## config.mk

```make
export PLATFORM = sky130hd
export DESIGN_NAME = stream_max_pool
export DESIGN_NICKNAME = d
export VERILOG_FILES = /design/src/rtl/stream_max_pool.sv
export SDC_FILE = /design/constraint.sdc
export NUM_CORES = 1
export LEC_CHECK = 0
export BUFFER_PORTS_ARGS = -buffer_cell sky130_fd_sc_hd__buf_2
export CAP_MARGIN = 20
export CORE_MARGIN = 2
export CORE_UTILIZATION = 55
export DETAILED_ROUTE_END_ITERATION = 12
export HOLD_SLACK_MARGIN = 0.12
export PLACE_DENSITY = 0.77
export SYNTH_ARGS = -nofsm -noshare
export SYNTH_HDL_FRONTEND = slang
export SYNTH_SLANG_ARGS = --single-unit
export TNS_END_PERCENT = 1
```

## constraint.sdc

```tcl
create_clock -name clk -period 2.9 [get_ports clk]
set_clock_uncertainty 0.05 [all_clocks]
set_input_delay 0.435 -clock clk [delete_from_list [all_inputs] [get_ports clk]]
set_output_delay 0.435 -clock clk [all_outputs]
set_load 0.02 [all_outputs]
```

## src/rtl/stream_max_pool.sv

```systemverilog
// Streaming non-overlapping KxK max-pool over a raster pixel stream with valid/ready
// handshakes. It keeps one running-max line buffer entry per output column.
module stream_max_pool #(
    parameter int ROWS        = 27,
    parameter int COLS        = 27,
    parameter int CHANNELS    = 1,
    parameter int KERNEL_ROWS = 2,
    parameter int KERNEL_COLS = 2,
    parameter int DATA_SIZE   = 8,
    parameter int RELU        = 0
) (
    input  logic                          clk,
    input  logic                          rst,
    input  logic [CHANNELS*DATA_SIZE-1:0] in_data,
    input  logic                          in_valid,
    output logic                          in_ready,
    output logic [CHANNELS*DATA_SIZE-1:0] out_data,
    output logic                          out_valid,
    input  logic                          out_ready,
    output logic                          frame_done
);
    localparam int W        = CHANNELS * DATA_SIZE;
    localparam int OUT_ROWS = ROWS / KERNEL_ROWS;
    localparam int OUT_COLS = COLS / KERNEL_COLS;
    localparam int RW       = (ROWS > 1) ? $clog2(ROWS) : 1;
    localparam int CW       = (COLS > 1) ? $clog2(COLS) : 1;
    localparam int KRW      = (KERNEL_ROWS > 1) ? $clog2(KERNEL_ROWS) : 1;
    localparam int KCW      = (KERNEL_COLS > 1) ? $clog2(KERNEL_COLS) : 1;
    localparam int AW       = (OUT_COLS > 1) ? $clog2(OUT_COLS) : 1;

    localparam logic [RW-1:0]  ROW_LAST = RW'(ROWS - 1);
    localparam logic [CW-1:0]  COL_LAST = CW'(COLS - 1);
    localparam logic [KRW-1:0] KR_LAST  = KRW'(KERNEL_ROWS - 1);
    localparam logic [KCW-1:0] KC_LAST  = KCW'(KERNEL_COLS - 1);
    localparam logic [AW-1:0]  WC_LAST  = AW'(OUT_COLS - 1);

    logic [RW-1:0]  r;
    logic [CW-1:0]  c;
    logic [KRW-1:0] kr;
    logic [KCW-1:0] kc;
    logic [AW-1:0]  wc;

    logic           in_xfer;
    logic           in_window;
    logic           window_start;
    logic           window_last;
    logic [W-1:0]   acc [OUT_COLS];
    logic [W-1:0]   acc_rd;
    logic [W-1:0]   merged;
    logic [W-1:0]   result;

    assign in_ready     = !out_valid || out_ready;
    assign in_xfer      = in_valid && in_ready;
    assign in_window    = (int'(r) < OUT_ROWS * KERNEL_ROWS) && (int'(c) < OUT_COLS * KERNEL_COLS);
    assign window_start = (kr == '0) && (kc == '0);
    assign window_last  = (kr == KR_LAST) && (kc == KC_LAST);
    assign acc_rd       = acc[wc];

    // Each channel lane is pooled on its own; a window start replaces the running max.
    for (genvar ch = 0; ch < CHANNELS; ch++) begin : g_lane
        logic signed [DATA_SIZE-1:0] a;
        logic signed [DATA_SIZE-1:0] p;
        logic signed [DATA_SIZE-1:0] m;
        logic signed [DATA_SIZE-1:0] mg;

        assign a  = acc_rd[ch*DATA_SIZE +: DATA_SIZE];
        assign p  = in_data[ch*DATA_SIZE +: DATA_SIZE];
        assign m  = (a > p) ? a : p;
        assign mg = window_start ? p : m;
        assign merged[ch*DATA_SIZE +: DATA_SIZE] = mg;
        assign result[ch*DATA_SIZE +: DATA_SIZE] = (RELU != 0 && mg[DATA_SIZE-1]) ? '0 : mg;
    end

    // NOTE: non-blocking assignments so every register samples the pre-edge values.
    always_ff @(posedge clk) begin
        if (rst) begin
            r          <= '0;
            c          <= '0;
            kr         <= '0;
            kc         <= '0;
            wc         <= '0;
            frame_done <= 1'b0;
        end else begin
            frame_done <= in_xfer && (r == ROW_LAST) && (c == COL_LAST);
            if (in_xfer) begin
                if (c == COL_LAST) begin
                    c  <= '0;
                    kc <= '0;
                    wc <= '0;
                    if (r == ROW_LAST) begin
                        r  <= '0;
                        kr <= '0;
                    end else begin
                        r  <= r + 1'b1;
                        kr <= (kr == KR_LAST) ? '0 : kr + 1'b1;
                    end
                end else begin
                    c <= c + 1'b1;
                    if (kc == KC_LAST) begin
                        kc <= '0;
                        // wc parks on the last window so trailing columns never index past acc.
                        if (wc != WC_LAST) wc <= wc + 1'b1;
                    end else begin
                        kc <= kc + 1'b1;
                    end
                end
            end
        end
    end

    always_ff @(posedge clk) begin
        if (rst) begin
            out_valid <= 1'b0;
            out_data  <= '0;
        end else if (in_xfer && in_window && window_last) begin
            out_valid <= 1'b1;
            out_data  <= result;
        end else if (out_valid && out_ready) begin
            out_valid <= 1'b0;
        end
    end

    // NOTE: the line buffer is deliberately not reset; every window start overwrites its slot before it is read.
    always_ff @(posedge clk) begin
        if (in_xfer && in_window) acc[wc] <= merged;
    end

endmodule

```

==> impl_metrics.env <==
export IMPL_antenna_found_initial=0
export IMPL_post_drt_wl_per_cell_um=22.2
export IMPL_nFillCells=635
export IMPL_dpl_instance_area_sq_um=6370
export IMPL_crit_slowest_cell="mux4_2"
export IMPL_drv_slew=0
export IMPL_synth_cells=364
export IMPL_ios=23
export IMPL_path_class="reg2reg"
export IMPL_worstPathArrival_ps=3350
export IMPL_grt_usage_pct=24.7
export IMPL_worstPathCellList="buf_4, mux4_2, o22ai_4, a21oi_2, ha_4, nand2b_1, or3b_4, a211o_4, nand3_4, nand2_4"
export IMPL_finalCriticalPeriod_ps=3150
export IMPL_max_vdd_ir_drop_uv=379
export IMPL_clk_pin_slew_ps=60
export IMPL_worstSkewPairLatency_ps=510
export IMPL_grt_start_max_net_pins=18
export IMPL_most_common_layout_cells="104 x edfxtp_1, 40 x buf_4, 28 x dfxtp_1"
export IMPL_status="finished with violations"
export IMPL_synth_async_reset_ratio_pct=0
export IMPL_setup_viol=112
export IMPL_netlist_area_sq_um=5760
export IMPL_cp_buffers_inverters=1
export IMPL_synth_seq_cells=134
export IMPL_grt_overflow=0
export IMPL_cts_made_buffers=17
export IMPL_drv_cap=0
export IMPL_clockBufferDepth=2
export IMPL_regArea_sq_um=3730
export IMPL_slowest_delay_ps=530
export IMPL_viasPerCell=5.98
export IMPL_dr_pass1_iters=5
export IMPL_final_nets=467
export IMPL_drc=0
export IMPL_tritoncts="built"
export IMPL_start_kind="flop"
export IMPL_grt_pass1_vias=3667
export IMPL_final_common_cell="edfxtp_1"
export IMPL_die_x_um=106
export IMPL_hold_viol=0
export IMPL_p_leak_nw=2.53
export IMPL_required_ps=3100
export IMPL_ys_seq_area_share_pct=64.7
export IMPL_worst_pin_slew_ps=524
export IMPL_initial_core_util_pct=56.3
export IMPL_violations="negative setup slack"
export IMPL_max_freq_mhz=317
export IMPL_dp_hpwl_um=8010
export IMPL_power_density_nw_per_um2=649
export IMPL_synth_fp_nets=392
export IMPL_instances_no_fill=588
export IMPL_synth_edff_count=104
export IMPL_vias=3519
export IMPL_maxSlewHeadroom_pct=65.0
export IMPL_row_count=37
export IMPL_drive_gt1_share_pct=36.5
export IMPL_clkSinkCount=134
export IMPL_dieArea_sq_um=11300
export IMPL_cts_htree_levels=4
export IMPL_fin_area_sq_um=7220
export IMPL_multi_input_area_sq_um=2160
export IMPL_utilization_pct=70.5
export IMPL_cts_root_buffer="clkbuf_8"
export IMPL_final_period_utilization_pct=109
export IMPL_wl_um=13100
export IMPL_fp_dieH_um=106
export IMPL_yosys_warnings=0
export IMPL_dp_cells=538
export IMPL_area_growth_pct=25.4
export IMPL_avgSynthCellArea_sq_um=15.8
export IMPL_place_gp_congestion=0.830
export IMPL_core_sq_um=10200
export IMPL_drt_initial_drc_count=218
export IMPL_portBuffers=22
export IMPL_rsz0062_at_grt="true"
export IMPL_end_kind="flop"
export IMPL_path_max_fanout=8
export IMPL_n_antenna_cell=0
export IMPL_grt_pass1_wl_um=20100
export IMPL_synthFlopType="edfxtp_1"
export IMPL_crit_family="simple AND/OR/NAND/NOR gates"
export IMPL_worstHoldPathType="in2reg"
export IMPL_antenna_left=0
export IMPL_setup_ws_ps=-252
export IMPL_post_place_ws_ps=-397
export IMPL_ys_types=50
## Yosys cell counts (2+ instances only)
library cell    n  share of area [%]
buf_6           2               0.39
xnor2_1         4               0.61
ha_1           16                3.5
nand2_1        14               0.91
o211ai_1       10                1.3
xor2_1          7                1.1
a21oi_2         8                1.2
nor3_1          3               0.26
nand2b_1        4               0.43
mux2i_1         8                1.4
nand4_1         8               0.87
or2_2           2               0.22
buf_12          3                1.0
a311oi_1        7                1.1
a21oi_1         6               0.52
dfxtp_1        30                 10
nor2_1         27                1.8
edfxtp_1      104                 54
buf_2           5               0.43
mux4_2         11                4.3
nor3b_1         2               0.26
o211ai_2        2               0.43
and2_1         13                1.4
nand3_1        10               0.87
inv_1          14               0.91
mux4_1         13                5.9
o22ai_1         8               0.87
## state kept, by name, summed over array words and instances (netlist names), named ones only
name        flops
out_valid       1
frame_done      1
kc              1
r               5
out_data        8
kr              1
c               5
wc              4
acc           104
## path summary, 6_finish.rpt
kind	slack [ps]	cells past startpoint	from	endpoint
worst min-delay path	240	3	in_data[1]	out_data[1]
worst min register to register	470	2	out_data[3]	out_data[3]
worst max register to register	-250	10	flop	acc[2][0]
worst max-delay path	-250	10	flop	acc[2][0]
## metrics by stage
| step | TNS [ps] | power, mW | hold WS [ps] |
|---|---|---|---|
| 3_3_place_gp | -31970 | 2.62 | 443 |
| 4_1_cts | -19150 | 4.67 | 207 |
| 6_report | -24030 | 4.69 | 243 |
| 2_1_floorplan | -7130 | 2.48 | 427 |
| 3_5_place_dp | -38550 | 2.64 | 457 |
| 5_1_grt | -33800 | 4.83 | 237 |
## cells by family after synthesis
group,count (synthesis),synth area share [%]
adders and majority gates,16,3.48
xor gates and xnor gates,11,1.67
DFF,134,64.7
buffers and inverters,29,3.43
AOI/OAI and AO/OA,49,6.72
and+or+nand+nor,93,8.37
muxes,32,11.6
## power by group
group | internal [mW] | switching, mW
registers | 2.15 | 0.0153
logic | 0.230 | 0.309
clock network | 1.25 | 0.738
total | 3.62 | 1.06
## final cells by class
| class | count | area share, % |
|---|---|---|
| clock buffer | 28 | 7.00 |
| clock inverter | 4 | 0.624 |
| inverter | 14 | 0.728 |
| multi-input combinational | 203 | 29.9 |
| sequential | 134 | 51.7 |
| tap | 136 | 2.36 |
| timing repair buffer | 69 | 7.66 |
## worst register-to-register path, cell delays in order, from the launching register on
cell	delay, ps
dfxtp_4	400
buf_4	130
mux4_2	530
o22ai_4	220
a21oi_2	80
ha_4	290
nand2b_1	110
or3b_4	380
a211o_4	440
nand3_4	150
nand2_4	100
## repair_timing
| action | 4_1_cts | 5_1_grt |
|---|---|---|
| cloned | 2 | 1 |
| hold buffers | 0 | 0 |
| buffers inserted | 9 | 6 |
| pin swaps | 14 | 19 |
| endpoints found under the setup margin | 112 | 112 |
| resized for setup | 24 | 10 |
## routing by layer
layer	track usage [%]	vias up	wire (um)
li1	-	1579	-
met1	30.7	1792	5220
met2	41.8	123	6710
met3	5.21	25	748
met4	10.8	0	376
met5	0	-	0
Note: power is estimated with default switching activity, not from simulation.
